===== config.mk =====
export PLATFORM = sky130hd
export DESIGN_NAME = excp_ctrl
export DESIGN_NICKNAME = d
export VERILOG_FILES = /design/src/rtl/excp_pkg.sv /design/src/rtl/excp_prio.sv /design/src/rtl/excp_ctrl.sv
export SDC_FILE = /design/constraint.sdc
export NUM_CORES = 1
export LEC_CHECK = 0
export BUFFER_PORTS_ARGS = -buffer_cell sky130_fd_sc_hd__buf_2
export CAP_MARGIN = 15
export CORE_MARGIN = 3
export CORE_UTILIZATION = 29
export CTS_CLUSTER_DIAMETER = 40
export CTS_CLUSTER_SIZE = 28
export DETAILED_ROUTE_END_ITERATION = 8
export PLACE_DENSITY = 0.56
export SLEW_MARGIN = 10
export SYNTH_ARGS = -nofsm -noshare
export SYNTH_HDL_FRONTEND = slang
export SYNTH_SLANG_ARGS = --single-unit
export TNS_END_PERCENT = 30

===== constraint.sdc =====
create_clock -name clk -period 3.75 [get_ports clk]
set_clock_uncertainty 0.1 [all_clocks]
set_input_delay 0.5625 -clock clk [delete_from_list [all_inputs] [get_ports clk]]
set_output_delay 0.5625 -clock clk [all_outputs]
set_load 0.02 [all_outputs]

===== src/rtl/excp_pkg.sv =====
// Shared types and exception codes for the exception/ertn commit controller.
package excp_pkg;

  typedef enum logic [1:0] {
    IDLE  = 2'd0,
    TRAP  = 2'd1,
    RET   = 2'd2,
    REDIR = 2'd3
  } excp_state_e;

  localparam logic [7:0] EC_INT  = 8'h00;
  localparam logic [7:0] EC_SYS  = 8'h0B;
  localparam logic [7:0] EC_BRK  = 8'h0C;
  localparam logic [7:0] EC_INE  = 8'h0D;
  localparam logic [7:0] EC_ALE  = 8'h09;
  localparam logic [7:0] EC_ADEF = 8'h08;

endpackage


===== src/rtl/excp_prio.sv =====
// Combinational writeback event arbiter: interrupt > exception > ertn.
// Interrupts override the exception fields; nothing is taken without wb_valid.
module excp_prio
  import excp_pkg::*;
#(
  parameter logic [7:0] ECODE_INT = EC_INT
) (
  input  logic        wb_valid,
  input  logic        has_int,
  input  logic        wb_ex,
  input  logic        wb_ertn,
  input  logic [7:0]  wb_ecode,
  input  logic        wb_esubcode,
  input  logic [31:0] wb_vaddr,
  output logic        take_trap,
  output logic        take_ret,
  output logic [7:0]  sel_ecode,
  output logic        sel_esubcode,
  output logic [31:0] sel_vaddr
);

  always_comb begin
    take_trap    = wb_valid & (has_int | wb_ex);
    take_ret     = wb_valid & ~has_int & ~wb_ex & wb_ertn;
    sel_ecode    = wb_ecode;
    sel_esubcode = wb_esubcode;
    sel_vaddr    = wb_vaddr;
    if (has_int) begin
      sel_ecode    = ECODE_INT;
      sel_esubcode = 1'b0;
      sel_vaddr    = 32'h0;
    end
  end

endmodule


===== src/rtl/excp_ctrl.sv =====
// Exception/ertn commit FSM: one-cycle CSR commit pulse, then fetch redirect handshake.
// Stalled redirects are counted; a sticky error flags a redirect that exceeds the timeout.
module excp_ctrl
  import excp_pkg::*;
#(
  parameter logic [7:0] ECODE_INT     = EC_INT,
  parameter logic [7:0] REDIR_TIMEOUT = 8'd64
) (
  input  logic        clk,
  input  logic        rst,
  input  logic        wb_valid,
  output logic        wb_ready,
  input  logic        wb_ex,
  input  logic [7:0]  wb_ecode,
  input  logic        wb_esubcode,
  input  logic [31:0] wb_pc,
  input  logic [31:0] wb_vaddr,
  input  logic        wb_ertn,
  input  logic        has_int,
  input  logic [31:0] ex_entryPC,
  input  logic [31:0] new_pc,
  output logic        ex_en,
  output logic [7:0]  ecode,
  output logic        esubcode,
  output logic [31:0] pc,
  output logic [31:0] vaddr,
  output logic        ertn_flush,
  output logic        flush,
  output logic        redirect_valid,
  output logic [31:0] redirect_pc,
  input  logic        redirect_ready,
  output logic        redirect_stall_err
);

  excp_state_e state_q;
  logic        wb_ready_q, ex_en_q, ertn_flush_q, flush_q, redirect_valid_q, stall_err_q;
  logic [7:0]  ecode_q, cnt_q, cnt_d;
  logic        esubcode_q;
  logic [31:0] pc_q, vaddr_q, redirect_pc_q;

  logic        take_trap, take_ret, sel_esubcode;
  logic [7:0]  sel_ecode;
  logic [31:0] sel_vaddr;

  excp_prio #(.ECODE_INT(ECODE_INT)) u_prio (
    .wb_valid    (wb_valid),
    .has_int     (has_int),
    .wb_ex       (wb_ex),
    .wb_ertn     (wb_ertn),
    .wb_ecode    (wb_ecode),
    .wb_esubcode (wb_esubcode),
    .wb_vaddr    (wb_vaddr),
    .take_trap   (take_trap),
    .take_ret    (take_ret),
    .sel_ecode   (sel_ecode),
    .sel_esubcode(sel_esubcode),
    .sel_vaddr   (sel_vaddr)
  );

  assign cnt_d = (cnt_q == 8'hFF) ? 8'hFF : cnt_q + 8'd1;

  always_ff @(posedge clk or posedge rst) begin
    if (rst) begin
      state_q          <= IDLE;
      wb_ready_q       <= 1'b1;
      ex_en_q          <= 1'b0;
      ertn_flush_q     <= 1'b0;
      flush_q          <= 1'b0;
      redirect_valid_q <= 1'b0;
      redirect_pc_q    <= 32'h0;
      ecode_q          <= 8'h0;
      esubcode_q       <= 1'b0;
      pc_q             <= 32'h0;
      vaddr_q          <= 32'h0;
      cnt_q            <= 8'h0;
      stall_err_q      <= 1'b0;
    end else begin
      case (state_q)
        IDLE: begin
          if (take_trap) begin
            state_q    <= TRAP;
            ex_en_q    <= 1'b1;
            flush_q    <= 1'b1;
            wb_ready_q <= 1'b0;
            ecode_q    <= sel_ecode;
            esubcode_q <= sel_esubcode;
            pc_q       <= wb_pc;
            vaddr_q    <= sel_vaddr;
          end else if (take_ret) begin
            state_q      <= RET;
            ertn_flush_q <= 1'b1;
            flush_q      <= 1'b1;
            wb_ready_q   <= 1'b0;
          end
        end
        // The CSR update lands on this same edge, so the target is sampled before it is visible.
        TRAP: begin
          state_q          <= REDIR;
          ex_en_q          <= 1'b0;
          redirect_valid_q <= 1'b1;
          redirect_pc_q    <= ex_entryPC;
          cnt_q            <= 8'h0;
        end
        RET: begin
          state_q          <= REDIR;
          ertn_flush_q     <= 1'b0;
          redirect_valid_q <= 1'b1;
          redirect_pc_q    <= new_pc;
          cnt_q            <= 8'h0;
        end
        REDIR: begin
          if (redirect_ready) begin
            state_q          <= IDLE;
            redirect_valid_q <= 1'b0;
            flush_q          <= 1'b0;
            wb_ready_q       <= 1'b1;
            cnt_q            <= 8'h0;
          end else begin
            cnt_q <= cnt_d;
            if (cnt_d == REDIR_TIMEOUT) stall_err_q <= 1'b1;
          end
        end
        default: state_q <= IDLE;
      endcase
    end
  end

  assign wb_ready           = wb_ready_q;
  assign ex_en              = ex_en_q;
  assign ertn_flush         = ertn_flush_q;
  assign flush              = flush_q;
  assign redirect_valid     = redirect_valid_q;
  assign redirect_pc        = redirect_pc_q;
  assign ecode              = ecode_q;
  assign esubcode           = esubcode_q;
  assign pc                 = pc_q;
  assign vaddr              = vaddr_q;
  assign redirect_stall_err = stall_err_q;

endmodule

* Word level (Yosys, flattened, before mapping)
Cells that the tools add are included.
** Storage, ports and cells
- Flip-flop bits (word level) :: 121
- Latch bits :: 0
- Bits in writable memories :: 0
- ROM bits :: 0
- Output and inout port bits :: 111
- Word-level logic and storage cells :: 70
- Memories kept :: 0
** Cells by class
- $add $sub $neg :: 1
- Multiply operators :: 0
- Div/mod/pow operators :: 0
- Order comparisons :: 0
- Equality and inequality tests :: 10
- Shifts and indexed selects :: 0
- Mux-type cells :: 24
- Bitwise gates (word level) :: 8
- Reduce and logical (&&, ||, !) cells :: 14
** Operators by type and width (number)
- $pmux 32 s2 :: 1
- $mux 32 :: 1
- $mux 8 :: 3
- $pmux 8 s2 :: 1
- $pmux 1 s2 :: 5
- $reduce_bool 2->1 :: 5
- $mux 1 :: 9
- $reduce_and 3->1 :: 3
- $add 8x1->8 const B :: 1
- $eq 8x7->1 const B :: 1
- $eq 8x8->1 const B :: 1
- $ne 2x2->1 const B :: 4
- $reduce_and 2->1 :: 4
- $mux 2 :: 3
- $pmux 2 s3 :: 1
- $and 1x1->1 :: 4
- $eq 2x2->1 const B :: 2
- $ne 3x3->1 const B :: 1
- $not 1->1 :: 3
- $eq 2x1->1 const B :: 1
- $logic_not 2->1 :: 1
- $reduce_or 2->1 :: 1
- $or 1x1->1 :: 1

* Longest topological paths before layout
Gate-level depths: netlist (run 1).
- Word-level depth :: 7
- Depth in mapped cells :: 8
- Depth with buffers taken out :: 5

* Hierarchy
Synthesis (run 1) repeated with hierarchy kept, for this count alone.
** Unflattened totals
- Cells, all modules :: 453
- Area, all modules :: 5480.3 µm²
** Modules (own cells, without submodules)
- excp_ctrl :: instances 1, cells an instance 406, area an instance 5183.7 µm², seq. area each 3029.2 µm²
- excp_prio :: instances 1, cells an instance 47, area an instance 296.5 µm², seq. area each 0.0 µm²

* Worst setup path after synthesis (run 1)
Ideal clock, no wire load.
- Path type :: input port to flip-flop
- From :: in has_int
- To :: reg pc_q[16], in the netlist pc[16]
- Library setup time :: 125 ps
- Arrival time :: 1515 ps
- Required time :: 3525 ps
- Path slack :: 2010 ps
- Stages :: 4
- Buffers on the path :: 2
- Cell sequence :: buf_2 o211ai_4 buf_4 mux2_2
** On the way
- Longest elaborated chain between the ends :: 3
** Ends and longest elaborated chain
- start, declared :: RTL line excp_ctrl.sv:19 : input logic has_int,
- $or 1x1->1 :: RTL line excp_prio.sv:23 : take_trap = wb_valid & (has_int | wb_ex);
- $and 1x1->1 :: RTL line excp_prio.sv:23
- $reduce_and 2->1 (no line)
- end signal, assigned :: RTL line excp_ctrl.sv:87 : pc_q <= wb_pc;
- end, declared :: RTL line excp_ctrl.sv:39 : logic [31:0] pc_q, vaddr_q, redirect_pc_q;
Every way passes these cells.
A chain may end at the register's enable or synchronous reset.

* Worst setup path after layout (run 1)
- From :: reg state_q[1]
- To :: reg pc_q[27], in the netlist pc[27]
** On the way
- Longest elaborated chain between the ends :: 2
** Ends and longest elaborated chain
- start, declared :: RTL line excp_ctrl.sv:35 : excp_state_e state_q;
- start signal, assigned :: RTL line excp_ctrl.sv:64 : state_q <= IDLE;
- start signal, assigned :: RTL line excp_ctrl.sv:81 : state_q <= TRAP;
- start signal, assigned :: RTL line excp_ctrl.sv:90 : state_q <= RET;
- $logic_not 2->1 :: RTL line excp_ctrl.sv:78 : case (state_q)
- $reduce_and 2->1 (no line)
Every way passes these cells.

==> results.md, run 1 <==
* Outcome: complete, no violations
* Row Count at 48
* Switching Fraction at 39.8%
* Largest net degree at the start of global routing at 113
* Hold Crit Class: in2async
* Die area at 20000 sq um
* Crit share post-route at 57.8%
* Critical Path AT at 2360 ps
* Cell chain of the critical path: inv_1, ha_2, o211ai_4, buf_12, mux2_1
* Port bufs at 254
* Ant. Diodes at 0
* CP Class: reg2reg
* Die Y-Extent at 141 um
* Antenna violations before repair at 2
* CP Launch Type: register
* Max-Cap Viols at 0
* Vias at 4327
* CTS buffer count at 17
* Area of the multi-input gates at 2090 sq um
* Global-route wire length before repair at 22600 um
* RSZ-0062 raised after global routing: false
* CP max stage delay at 510 ps
* Switching power at 2.65 mW
* Area leader, netlist: dfrtp_1
* Average cell area after synthesis at 10.9 sq um
* DP Cell Count at 936
* Cell area after synthesis at 5310 sq um
* CTS tree: done
* Final antenna-violating net count at 0
* Worst skew pair latency at 410 ps
* GRT Util Overall at 14.3%
* Most used DFF post-synth: dfrtp_1
* DR DRC count at 0
* Max Slew Vio Count at 0
* Post-CTS Setup Bufs at 0
* DR WL/cell at 14.8 um
* Seq. cell area at 3030 sq um
* # IOs at 255
* Initial core utilization at 30.2%
* Fill count at 1806
* Post-Route WL at 14300 um
* CP Buf/Inv Count at 2
* Dominant cell by count in the synthesized netlist: dfrtp_1
* CORE AREA at 17600 sq um
* Critical Path End Type: register
* Setup TNS at 0 ps
* Clock Power Share at 25.7%
* Reg clk slew, reported paths at 60 ps
* Post-synth EDFFs at 0
* Min Tclk post-route at 2170 ps
* Hpwl dp at 10300 um
* Power per cell area at 903 nW/um^2
* Top cells by area, synth: dfrtp_1, mux2i_1, nand2b_1, mux2_2, o21ai_0
* Layout cells sized above 1 at 42.7%
* Vias in the first global route at 4185
* Die Width at 141 um
* Area growth from synthesis to layout at 38.7%
* Post-Syn Instances at 487
* Post-CTS Hold Buffers at 0
* CTS max path bufs at 2
* Asr flop ratio synth at 100%
* Synth top area share at 56.6%
* Max FO, Critical Path at 112
* Gpl congestion at 0.765
* Post-synth top cells: dfrtp_1, nand2_1, o21ai_0
* R2R setup slack at 1580 ps
* Yosys warns at 0
* Slowest cell on the critical path: ha_2
* DR vias/cell at 4.47
* Internal Power at 4.00 mW
* Synth Net Count at 636
* Yosys reg bits at 121
* Drt first pass iters at 4
* Post-CTS Resized at 0
* Final global-route overflow total at 0
* Core Util, Final at 41.8%
* Rel. slew slack at 28.4%
* Final nets at 879
* Clock root cell: clkbuf_16
* Worst Max-Slew Pin Slew at 1070 ps
* Logic pwr share at 41.5%
* Max frequency at 461 MHz
* H-tree Lvls at 4
* Crit path required time at 3940 ps
* Sequential area share after synthesis at 57.1%
* Setup violations, final at 0
* Final Hold Fails at 0
* Netlist cell types at 41
* CP delay by family, top: adder cells
* Non-Filler Instances at 968
* Clk sinks at 121
* Seq pwr share at 32.8%
* Drt initial violations at 189
* Max IR drop VDD at 0.528 mV
* Lkg Pwr at 3.71 nW
==> routing by layer <==
| layer | vias up | share of wire [%] | global-route usage, % | wire length (um) |
|---|---|---|---|---|
| li1 | 2154 | - | - | - |
| met4 | 4 | 1.1 | 3.98 | 159 |
| met3 | 13 | 7.6 | 5.56 | 1090 |
| met5 | - | 0.19 | 0 | 27 |
| met2 | 152 | 50 | 23.7 | 7170 |
| met1 | 2004 | 41 | 17.5 | 5890 |
==> state kept, by name (all words and copies together), names as in the netlist <==
name,cells
pc,32
redirect_pc,32
vaddr,32
cnt_q,8
ecode,8
state_q,2
ertn_flush,1
esubcode,1
ex_en,1
flush,1
redirect_stall_err,1
redirect_valid,1
wb_ready,1
==> stage by stage <==
stage	hold slack (ps)	area (sq um)	setup WS, ps	power, mW
final	167	7360	1580	6.65
after floorplan	391	5310	1600	4.09
after global routing	213	7360	1430	7.10
after CTS	201	7360	1610	6.75
after detailed placement	354	6750	1620	5.02
after global placement	348	6750	1660	4.98
==> area by class of cell <==
cell class,instances,share of cell area (%)
Sequential cell,121,41.2
Timing Repair Buffer,258,18.0
Multi-Input combinational cell,328,28.4
Clock buffer,22,6.44
Inverter,4,0.255
Clock inverter,10,1.92
Tap cell,225,3.82
==> cell usage in the layout, fill, tap and decap left out, types with 2 or more instances in the layout <==
master,Yosys,final
buf_2,9,254
bufinv_16,0,3
clkbuf_8,0,3
ha_1,5,3
dfrtp_1,120,120
buf_12,0,2
mux2_1,10,10
clkbuf_16,0,17
o21ai_1,2,2
nor3_1,2,2
o31ai_1,2,2
nor2b_1,2,2
a21oi_1,41,41
clkinv_2,0,2
o21ai_0,45,45
ha_2,0,2
nand2_1,47,47
nand2b_1,43,43
buf_4,8,2
inv_1,4,3
mux2i_1,32,32
mux2_2,22,22
nand3_1,3,3
and3_1,4,4
clkbuf_1,13,2
a31oi_1,5,5
o22a_1,6,6
nor2_1,41,41
clkinv_4,0,2
clkinvlp_4,0,3
a22o_1,2,2
==> worst register-to-register path, delay by kind of cell, from the launching register on <==
family,cells,cell delay (ps)
buffers and inverters,2,360
AOI/OAI and AO/OA,1,210
DFF,1,400
adders and majority gates,1,510
muxes,1,470
==> kinds of logic after synthesis <==
family,after synthesis,synth area share (%)
flip-flops,121,57.1
AND/OR/NAND/NOR,148,13.3
multiplexers,64,12.8
adder cells (fa/ha/maj),5,1.18
AO/OA/AOI/OAI,111,12.0
buffers and inverters,38,3.63
==> path summary, 6_finish.rpt <==
| kind | startpoint | end | depth (start not counted) |
|---|---|---|---|
| worst min register to register | ecode[3] | ecode[3] | 2 |
| max in group asynchronous | rst | wb_ready | 3 |
| worst max-delay path | state_q[1] | pc[27] | 5 |
| min in group clk | wb_pc[26] | pc[26] | 2 |
| worst max register to register | state_q[1] | pc[27] | 5 |
| worst min-delay path | rst | vaddr[28] | 3 |
==> power by group through the flow <==
stage	Sequential, mW	Combinational [mW]	Clock [mW]
after floorplan	2.87	1.22	0
after global placement	2.20	2.78	0
after detailed placement	2.19	2.82	0
after CTS	2.19	2.81	1.75
after global routing	2.26	3.03	1.81
final	2.18	2.76	1.71
No activity file was read; power rests on OpenSTA's default activity.
==> run 2, diff against run 1 <==
==> constraint.sdc (replaced) <==
create_clock -name clk -period 1.95 [get_ports clk]
set_clock_uncertainty 0.1 [all_clocks]
set_input_delay 0.2925 -clock clk [delete_from_list [all_inputs] [get_ports clk]]
set_output_delay 0.2925 -clock clk [all_outputs]
set_load 0.02 [all_outputs]
==> run 2 against run 1 <==
Non-clock buffer count is 42 higher. Die area unchanged. Global-route usage rose by 0.54 points. Register-to-register slack got worse by 1400 ps. Critical path depth did not move. Utilization grew 2.3 points. Sequential share of layout area fell by 2.1 points. Worst setup slack worse by 1400 ps. Cell count is 4.3% higher. Design area is 5.4% higher. Clock power grew 75%. Largest power group unchanged.
==> results.md, run 2 (synthesis gave the netlist of run 1 again) <==
* Setup crit end: redirect_stall_err
* CTS max path bufs at 2
* R2R setup slack at 210 ps
* Drt first pass iters at 4
* Vias in the first global route at 4519
* Worst Max-Slew Pin Slew at 519 ps
* Gpl congestion at 0.778
* DR vias/cell at 4.48
* Crit path required time at 2200 ps
* Hold Crit Class: in2reg
* Outcome: complete, no violations
* CP Buf/Inv Count at 0
* Post-Place Setup Slack at 166 ps
* CTS tree: done
* Min Tclk post-route at 1740 ps
* Final global-route overflow total at 0
* Reg-to-reg endpoint: redirect_stall_err
* Max FO, Critical Path at 8
* DR DRC count at 0
* CORE AREA at 17600 sq um
* Layout cells sized above 1 at 42.2%
* Commonest non-fill, non-tap cell in the layout: buf_2
* Clk sinks at 121
* Area growth from synthesis to layout at 46.3%
* RSZ-0062 raised after global routing: false
* Die area at 20000 sq um
* Global-route wire length before repair at 23600 um
* Clock root cell: clkbuf_16
* Crit path depth at 5
* Slowest cell on the critical path: dfrtp_1
* Hpwl dp at 10900 um
* Lkg Pwr at 3.88 nW
* Setup TNS at 0 ps
* Final nets at 921
* CP Launch Type: register
* Worst skew pair latency at 410 ps
* Setup ws final at 207 ps
* Max Slew Vio Count at 0
* Placed instance area at 6890 sq um
* Max IR drop VDD at 0.786 mV
* CP max stage delay at 450 ps
* Largest net degree at the start of global routing at 56
* Crit share post-route at 89.4%
* Worst r2r src: cnt_q[1]
* Die Width at 141 um
* FF-to-FF path depth at 5
* Post-Route WL at 14700 um
* Total power at 12.8 mW
* CP Class: reg2reg
* Final Hold Fails at 0
* DR WL/cell at 14.6 um
* Initial core utilization at 30.2%
* Max-Cap Viols at 0
* Die Y-Extent at 141 um
* Final antenna-violating net count at 0
* Critical Path AT at 1990 ps
* Power per cell area at 1650 nW/um^2
* Commonest cells after routing, fill and taps aside: buf_2, dfrtp_1, nand2_1
* Critical Path End Type: register
* Antenna violations before repair at 1
* Cell chain of the critical path: ha_1, and4_2, a21oi_1, nor3b_1, a41o_1
* CP delay by family, top: simple AND/OR/NAND/NOR gates
* Row Count at 48
* Vias at 4526
* Port bufs at 254
* Worst Setup SP: cnt_q[1]
* Post-Layout Inst Area at 7760 sq um
* Reg clk slew, reported paths at 60 ps
* H-tree Lvls at 4
* GRT Util Overall at 14.9%
* Worst hold margin at 25.6 ps
* Setup violations, final at 0
* # IOs at 255
* CTS buffer count at 17
* Rel. slew slack at 65.4%
* HP Start: wb_pc[17]
* Max frequency at 574 MHz
* Drt initial violations at 184
-- run 2: cell type report --
| class | count | area (sq um) |
|---|---|---|
| Fill cell | 1715 | 9840 |
| Multi-Input combinational cell | 328 | 2090 |
| Tap cell | 225 | 282 |
| Clock inverter | 12 | 119 |
| Sequential cell | 121 | 3030 |
| Clock buffer | 19 | 453 |
| Antenna cell | 1 | 2.50 |
| Inverter | 4 | 18.8 |
| Timing Repair Buffer | 300 | 1770 |
-- run 2: routing by layer --
layer  routed length (um)  vias up  GRT usage (%)
li1                     -     2248              -
met1                 5930     2112           17.4
met2                 7640      143           25.8
met3                  869       23           4.58
met4                  272        0           5.25
met5                    0        -              0
-- run 2: power breakdown --
part / switching, mW / total (mW) / internal [mW]
combinational: 3.47 / 5.60 / 2.13
sequential: 0.542 / 4.18 / 3.64
clock: 1.17 / 3.00 / 1.83
-- run 2: metrics by stage --
stage               utilization (%)  std cells
finish                         44.1       1010
global route                   44.1       1010
CTS                            44.1       1009
detailed placement             39.1        948
global placement               39.1        948
floorplan                         -        487
-- run 2: how the worst min path moves through the flow --
stage,cells after the start,to
floorplan,1,pc[26]
global route,2,pc[7]
detailed placement,2,pc[4]
global placement,2,pc[4]
CTS,2,pc[17]
finish,2,pc[17]
-- run 2: timing repair --
item / CTS / global route
setup buffers: 0 / 0
hold buffers: 30 / 0
resized for setup: 0 / 1
endpoints found under the setup margin: 0 / 3
endpoints found under the hold margin: 47 / 0
-- run 2: worst register-to-register path, stage by stage (launching register included) --
cell and delay, ps:
dfrtp_1 450, ha_1 280, and4_2 360, a21oi_1 90
nor3b_1 220, a41o_1 190
==> run 3, diff against run 2 <==
--- a/config.mk
+++ b/config.mk
@@ -16,5 +16,6 @@
 export SLEW_MARGIN = 10
 export SYNTH_ARGS = -nofsm -noshare
 export SYNTH_HDL_FRONTEND = slang
+export SYNTH_HIERARCHICAL = 1
 export SYNTH_SLANG_ARGS = --single-unit
 export TNS_END_PERCENT = 30
==> run 3 against run 2 <==
Worst setup slack improved by 12 ps. Synthesized cell count decreased by 7.0%. Sequential cell count is the same. Register-to-register slack is essentially flat. Die area up 3.1%. Count of clock-buffer cells in the layout rose by 2. Routed wire length up 2.3%. First-iteration DRC count down 11%. Non-clock buffer count decreased by 4. Sequential power rose by 3%. Critical path depth unchanged. Cell count down 3.2%. Critical endpoint is now cnt_q[2]. Largest cell class unchanged. Largest power group unchanged.
==> results.md, run 3 <==
* CP Launch Type: register
* Worst r2r src: cnt_q[1]
* Commonest non-fill, non-tap cell in the layout: buf_2
* Netlist cell types at 50
* Reg clk slew, reported paths at 50 ps
* Post-synth top cells: dfrtp_1, mux2_2, a21oi_1
* Most used DFF post-synth: dfrtp_1
* Setup crit end: cnt_q[2]
* Largest net degree at the start of global routing at 67
* Power per cell area at 1710 nW/um^2
* R2R setup slack at 220 ps
* Max IR drop VDD at 0.766 mV
* Die Y-Extent at 143 um
* Final Hold Fails at 0
* Area growth from synthesis to layout at 45.7%
* Asr flop ratio synth at 100%
* Synth Net Count at 602
* Rel. slew slack at 65.9%
* Worst Max-Slew Pin Slew at 505 ps
* Commonest cells after routing, fill and taps aside: buf_2, dfrtp_1, mux2_2
* Critical Path End Type: register
* Post-Route WL at 15000 um
* Synth top area share at 54.8%
* Post-synth EDFFs at 0
* Die area at 20600 sq um
* FF-to-FF path depth at 5
* CP Class: reg2reg
* Max frequency at 578 MHz
* Final antenna-violating net count at 0
* Worst Setup SP: cnt_q[1]
* Die Width at 143 um
* Vias in the first global route at 4768
* Global-route wire length before repair at 23500 um
* Fill count at 1736
* Placed instance area at 7070 sq um
* Worst hold margin at 26.3 ps
* Cell area after synthesis at 5480 sq um
* Final global-route overflow total at 0
* RSZ-0062 raised after global routing: false
* Antenna violations before repair at 0
* DR DRC count at 0
* Post-Layout Inst Area at 7980 sq um
* Min Tclk post-route at 1730 ps
* # IOs at 255
* DR WL met3 at 973 um
* Yosys reg bits at 121
* Metal-1 WL at 6000 um
* Setup violations, final at 0
* Setup ws final at 219 ps
* Gpl congestion at 0.787
* Ant. Diodes at 0
* Sequential area share after synthesis at 55.3%
* Yosys warns at 6
* Worst skew pair latency at 400 ps
* DR WL/cell at 15.4 um
* Hpwl dp at 10800 um
* Hold Crit Class: in2reg
* Crit share post-route at 88.8%
* Critical Path AT at 1960 ps
* GRT Util Overall at 14.4%
* Lkg Pwr at 3.94 nW
* Top Metal Used: met4
* Non-Filler Instances at 978
* Drt initial violations at 164
* WL met2 at 7810 um
* Port bufs at 254
* Outcome: complete, no violations
* Initial core utilization at 30.0%
* CTS max path bufs at 2
* Top cells by area, synth: dfrtp_1, mux2_2, mux2i_1, nor2b_1, a21oi_1
* Post-Syn Instances at 453
* DP Cell Count at 918
* Average cell area after synthesis at 12.1 sq um
* Max Slew Vio Count at 0
* Max-Cap Viols at 0
* Final nets at 886
* Row Count at 49
* H-tree Lvls at 4
* DR vias/cell at 4.66
* CTS tree: done
* Area leader, netlist: dfrtp_1
* Setup TNS at 0 ps
* Clock root cell: clkbuf_16
* Vias at 4556
* Crit path required time at 2170 ps
* Max FO, Critical Path at 12
* Reg-to-reg endpoint: cnt_q[2]
* Dominant cell by count in the synthesized netlist: dfrtp_1
* Post-CTS Setup Bufs at 0
* Post-Place Setup Slack at 149 ps
* Clk sinks at 121
* Layout cells sized above 1 at 51.4%
* CTS buffer count at 17
* Drt first pass iters at 4
* CORE AREA at 18300 sq um
==> run 3: per-stage QoR <==
stage | utilization [%] | power [mW]
5_1_grt | 43.7 | 14.5
6_report | 43.7 | 13.6
3_5_place_dp | 38.7 | 10.4
2_1_floorplan | - | 8.32
3_3_place_gp | 38.7 | 10.2
4_1_cts | 43.6 | 13.8
==> run 3: cell families (layout without fill, tap and decap cells) <==
family	Yosys count	in the layout	synth area share, %
AOI/OAI and AO/OA	75	75	8.22
xor gates and xnor gates	1	1	0.160
adders and majority gates	5	5	1.14
buffers and inverters	38	334	3.61
DFF	121	121	55.3
muxes	106	106	21.0
and+or+nand+nor	107	107	10.6
==> run 3: power by group <==
group	internal [mW]	switching (mW)
registers	3.72	0.587
logic	2.46	3.59
clock network	2.14	1.12
total	8.32	5.30
==> run 3: critical path, cell delays in order (launching register included) <==
cell	delay, ps
dfrtp_1	440
ha_2	340
nand4_1	130
or2_4	280
a31o_1	220
a21oi_1	140
==> run 3: cell type report <==
cell class	instances	area (sq um)	area share, %
clock inverters	10	143	1.79
flip-flops and latches	121	3030	37.9
clock buffers	21	480	6.02
well taps	229	287	3.59
multi-input cells	294	2270	28.4
inverters	7	30.0	0.376
repair buffers	296	1750	21.9
==> run 3: worst min-delay path by stage <==
stage,from,to,slack (ps),cells after the start
after floorplan,wb_pc[0],pc[0],340,1
after global placement,rst,pc[16],200,2
after detailed placement,rst,pc[25],200,2
after CTS,wb_pc[1],pc[1],3,2
after global routing,wb_pc[3],pc[3],3,2
final,wb_pc[1],pc[1],30,2
==> run 3: routing by layer <==
layer / global-route usage [%] / vias to the layer above
met2: 24.8 / 162
met5: 0 / -
met3: 4.83 / 16
met1: 16.8 / 2232
li1: - / 2146
met4: 5.25 / 0
==> run 3: repair_timing <==
item / in CTS / in global routing
resized for setup: 0 / 1
endpoints found under the setup margin: 0 / 3
hold buffers: 28 / 1
endpoints found under the hold margin: 38 / 1
